$ cat src/rtl/shift_reg_siso_pkg.sv
// rtl/shift_reg_siso_pkg.sv - shared constants for the 4-stage serial shift register
package shift_reg_pkg;

  // Number of shift stages; the top exposes one discrete port per stage.
  localparam int SIPO_DEPTH = 4;

  // Width of the fill counter; must hold the value SIPO_DEPTH.
  localparam int FILL_W = 3;

  // Saturating increment used by the fill counter.
  function automatic logic [FILL_W-1:0] sat_inc(input logic [FILL_W-1:0] cnt);
    if (cnt >= FILL_W'(SIPO_DEPTH)) begin
      return FILL_W'(SIPO_DEPTH);
    end
    return cnt + FILL_W'(1);
  endfunction

endpackage

$ cat src/rtl/shift_reg_siso_stage.sv
// rtl/shift_reg_siso_stage.sv - one shift stage, a D flop with async active-low clear
module siso_stage (
  input  logic clk,
  input  logic rst_n,
  input  logic d,
  output logic q
);

  logic bit_d;
  logic bit_q;

  // Next value is simply the upstream bit; no enable on this chain.
  always_comb begin
    bit_d = d;
  end

  // Storage flop, cleared immediately while reset is held.
  always_ff @(posedge clk or negedge rst_n) begin
    if (!rst_n) begin
      bit_q <= 1'b0;
    end else begin
      bit_q <= bit_d;
    end
  end

  assign q = bit_q;

endmodule

$ cat src/rtl/shift_reg_siso.sv
// rtl/shift_reg_siso.sv - 4-stage serial-in serial-out shift register with fill tracking
module shift_reg_siso
  import shift_reg_pkg::*;
#(
  parameter int DEPTH = 4
) (
  input  logic              d,
  input  logic              rst,
  input  logic              clk,
  output logic              q0,
  output logic              q1,
  output logic              q2,
  output logic              q3,
  output logic [3:0]        q_bus,
  output logic [FILL_W-1:0] fill_cnt,
  output logic              full
);

  // Outputs q0..q3 are discrete ports, so any other depth cannot be honoured.
  if (DEPTH != SIPO_DEPTH) begin : g_bad_depth
    $error("shift_reg_siso: DEPTH must be 4");
  end

  logic [SIPO_DEPTH-1:0] stage_q;
  logic [FILL_W-1:0]     fill_cnt_d;
  logic [FILL_W-1:0]     fill_cnt_q;

  // Chain of stages: stage 0 takes d, each later stage takes its predecessor.
  for (genvar i = 0; i < SIPO_DEPTH; i++) begin : g_stage
    if (i == 0) begin : g_head
      siso_stage u_stage (
        .clk   (clk),
        .rst_n (rst),
        .d     (d),
        .q     (stage_q[i])
      );
    end else begin : g_tail
      siso_stage u_stage (
        .clk   (clk),
        .rst_n (rst),
        .d     (stage_q[i-1]),
        .q     (stage_q[i])
      );
    end
  end

  // Count edges since reset release, stopping once every stage holds fresh data.
  always_comb begin
    fill_cnt_d = sat_inc(fill_cnt_q);
  end

  // Fill counter register, cleared with the stages.
  always_ff @(posedge clk or negedge rst) begin
    if (!rst) begin
      fill_cnt_q <= '0;
    end else begin
      fill_cnt_q <= fill_cnt_d;
    end
  end

  assign q0       = stage_q[0];
  assign q1       = stage_q[1];
  assign q2       = stage_q[2];
  assign q3       = stage_q[3];
  assign q_bus    = {stage_q[0], stage_q[1], stage_q[2], stage_q[3]};
  assign fill_cnt = fill_cnt_q;
  assign full     = (fill_cnt_q == FILL_W'(SIPO_DEPTH));

endmodule

$ cat config.mk
export PLATFORM = sky130hd
export DESIGN_NAME = shift_reg_siso
export DESIGN_NICKNAME = d
export VERILOG_FILES = /design/src/rtl/shift_reg_siso_pkg.sv /design/src/rtl/shift_reg_siso_stage.sv /design/src/rtl/shift_reg_siso.sv
export SDC_FILE = /design/constraint.sdc
export NUM_CORES = 1
export LEC_CHECK = 0
export ABC_CLOCK_PERIOD_IN_PS = 900
export CELL_PAD_IN_SITES_DETAIL_PLACEMENT = 0
export CELL_PAD_IN_SITES_GLOBAL_PLACEMENT = 1
export CORE_AREA = 4 4 41 43
export CTS_CLUSTER_DIAMETER = 80
export CTS_CLUSTER_SIZE = 14
export DETAILED_ROUTE_END_ITERATION = 10
export DIE_AREA = 0 0 45 47
export GPL_TIMING_DRIVEN = 0
export PLACE_DENSITY = 0.69
export SLEW_MARGIN = 40
export SYNTH_ARGS = -nofsm -noshare
export SYNTH_HDL_FRONTEND = slang
export SYNTH_HIERARCHICAL = 1
export SYNTH_SLANG_ARGS = --single-unit
$ cat constraint.sdc
create_clock -name clk -period 0.9 [get_ports clk]
set_clock_uncertainty 0.05 [all_clocks]
set_input_delay 0.09 -clock clk [delete_from_list [all_inputs] [get_ports clk]]
set_output_delay 0.09 -clock clk [all_outputs]
set_load 0.05 [all_outputs]
Yosys cells after proc, flatten, opt, wreduce, memory -nomap -nowiden. Cells that the tools add are included.

Order comparisons: 1. Equal/unequal tests: 1. Add/sub/neg operators: 1. Mux-type cells: 3.

Operators by type and width (number): $mux 3 (2); $add 3x1->3 const B (1); $eq 3x3->1 const B (1); $ge 3x3->1 const B (1); $mux 1 (1).

Word-level logic and storage cells: 11. Register bits after elaboration: 7. Input bits: 3. Output and inout port bits: 12.

Logic depth before layout (Yosys ltp).
Word-level depth: 3. Mapped depth: 3. Gate-level depth less buffers: 3.

Modules after synthesis. Netlist, hierarchy kept.

By module, submodules not included: shift_reg_siso (cells an instance 15, instances 1, area each 161.4 µm², sequential area each 75.1 µm²); siso_stage (cells an instance 1, instances 4, area each 25.0 µm², sequential area each 25.0 µm²).

Least setup slack after synthesis. OpenSTA, ideal clock, no wires.

Path type: reg-to-output. Start point: register fill_cnt_q[0], in the netlist fill_cnt[0]. End point: output full. Slack: -0.440 ns. Cell stages (with the launch flop): 4. Arrival time: 1.200 ns. Buffers on the path: 0. Cell sequence: dfrtp_1 > inv_1 > ha_1 > and2_2.

Longest elaborated chain between the ends: 1.

RTL lines: start: declaration (RTL line shift_reg_siso.sv:26) `logic [FILL_W-1:0] fill_cnt_q;`; start signal: assignment (RTL line shift_reg_siso.sv:57) `fill_cnt_q <= fill_cnt_d;`; $eq 3x3->1 (RTL line shift_reg_siso.sv:67) `assign full = (fill_cnt_q == FILL_W'(SIPO_DEPTH));`; end: declaration (RTL line shift_reg_siso.sv:16) `output logic full`.

No other way between the ends.

Worst setup path after layout. Same ends and word-level chain as after synthesis.

==> results.cfg <==
[cts]
htreeDepth = 1
cts_root_buffer = clkbuf_4
ctsHoldBuffers = 0
path_clk_slew_ns = 0.05
cts.sinks = 7
clk_latency_ns = 0.24
clockBufferDepth = 2
numCtsBuffers = 3
cts_tree = yes

[synth]
yosysWarnings = 6
syn-cell-area_um2 = 262
synthSimpleGateAreaFrac_pct = 9.09
synthAdderAreaFrac_pct = 9.57
synth_top_family_by_area = buffers and inverters
synth-seq-cells = 7
synth_nets = 24
synth_compound_area_share_pct = 0
synth_mux_area_share_pct = 0
yosysSeqAreaShare_pct = 67.0
synthCells = 19
synth-xor-area-share_pct = 0
synth.distinct_cells = 8
syn_area_per_cell_um2 = 13.8

[sta]
hold_viol = 0
period_minus_slack_ns = 1.28
grt_setup_unrepaired = yes
report.final.slew_viol_count = 0
fin_setup_tns_ns = -2.35
finalSetupViolations = 15
worst_slack_ns = -0.379
timing.fmax_mhz = 782
worst_pin_slew_ns = 0.310
relSlewSlack_pct = 79.2
fin_crit_sh_pct = 142

[status]
violations = negative setup slack
status = complete, but fails checks

[setup_path]
r2r_start = fill_cnt[0]$_DFF_PN0_
cp-start-kind = register
path_max_fanout = 2
worstSetupPathType = reg -> out
cp_data_arrival_time_ns = 1.14
worst_ep_required_time_ns = 0.76
worst_setup_path_end_kind = output pin
startpoint = fill_cnt[0]$_DFF_PN0_

[power_and_ir_drop]
p_per_area_nw_per_um2 = 1260
ir_worst_vdd_uv = 389
leakage_nw = 0.292

[floorplan]
die_h_um = 47
start_util_pct = 20.1
dieWidth_um = 45
io_pins = 15
dieArea_um2 = 2120
core_area_um2 = 1300
row_count = 13

[placed_design]
port_buffers = 14
gp_congestion = 0.716
place_area_um2 = 429

[route]
drc = 0
routedWlPerCell_um = 13.1
drt_iter0_markers = 0
drt-total-wl_um = 828
vias_per_cell = 3.73
dr.pass1.iters = 1
ant_nets = 0
vias = 235

[cells_and_area]
final_common_cell = buf_6
drive_gt1_share_pct = 85.4
final_cell_mix = 13 x buf_6, 8 x buf_4, 6 x dfrtp_2, 6 x buf_8, 3 x clkbuf_4
fin_area_um2 = 617
fin_nets = 54
antennaDiodeCount = 0
syn2layout_area_growth_pct = 136

[run]
drv_cap = 0

[global_routing]
grt_antenna_before_repair = 0
track_usage_pct = 9.79
grt_max_degree = 8
grt_pass1_vias = 302
overflow = 0
grt_pass1_wl_um = 1330

[worst_hold_path]
hp-class = in -> async
-- layout make-up --
class	count	area [µm²]
buffer	3	33.8
clock buffer	4	26.3
fill	124	684
inverter	2	7.51
multi-input combinational	6	65.1
sequential	7	183
tap	15	18.8
timing repair buffer	26	283
-- worst paths after layout --
kind | endpoint | slack [ns] | depth (start not counted)
worst min-delay path | g_stage[0].g_head.u_stage/q$_DFF_PN0_ | 0.05 | 1
worst min register to register | g_stage[1].g_tail.u_stage/q$_DFF_PN0_ | 0.38 | 0
worst max register to register | fill_cnt[2]$_DFF_PN0_ | -0.33 | 4
min in group clk | g_stage[0].g_head.u_stage/q$_DFF_PN0_ | 0.23 | 1
max in group asynchronous | g_stage[1].g_tail.u_stage/q$_DFF_PN0_ | 0.49 | 1
worst max-delay path | full | -0.38 | 4
-- report_power, final --
| group | switching, mW | total (mW) | internal [mW] |
|---|---|---|---|
| Sequential | 0.0102 | 0.336 | 0.326 |
| Combinational | 0.0896 | 0.167 | 0.0771 |
| Clock | 0.107 | 0.275 | 0.169 |
| Total | 0.207 | 0.779 | 0.572 |
-- metrics by stage --
step                      utilization [%]  std cells  power (mW)  setup WS [ns]  hold WS [ns]
after floorplan                         -         19       0.418         -0.241        -0.256
after global routing                 47.4         63       0.832         -0.427        0.0714
final                                47.4         63       0.779         -0.379        0.0524
after global placement               33.0         48       0.468         -0.741         0.304
after CTS                            44.3         61       0.790         -0.380        0.0504
after detailed placement             33.0         48       0.471         -0.758         0.324
-- cell usage after synthesis (all sizes together) --
cell / n / area share [%]
dfrtp: 7 / 67
buf: 4 / 11
ha: 2 / 9.6
inv: 2 / 2.9
and2: 1 / 2.9
nor2: 1 / 1.4
nor2b: 1 / 2.4
or2: 1 / 2.4
-- cell families (layout without fill, tap and decap cells) --
family                     Yosys count  after routing
DFF                                  7              7
adders and majority gates            2              2
buffers and inverters                6             35
and+or+nand+nor                      4              4
-- state kept, by name, indices dropped and copies added, names as in the netlist --
register	flops
fill_cnt	3
g_stage.g_head.u_stage/q	1
g_stage.g_tail.u_stage/q	3
-- repair_timing --
action / in CTS / in global routing
endpoints found under the setup margin: 14 / 15
gates resized for setup: 93 / 7
pin swaps: 0 / 1
buffers inserted: 10 / 2
-- metal layers --
metal  wire length [µm]  up-vias  global-route usage, %
li1                   -      109                      -
met3                 75        0                   4.21
met4                  0        0                   7.02
met5                  0        -                      0
met1                266      111                   8.37
met2                486       15                   18.1
-- critical path, cell delays in order, from the launching register on --
cell and delay (ns):
dfrtp_2 0.42, inv_2 0.08, ha_4 0.13, and2_4 0.14, buf_8 0.13
Note: power is estimated with default switching activity, not from simulation.
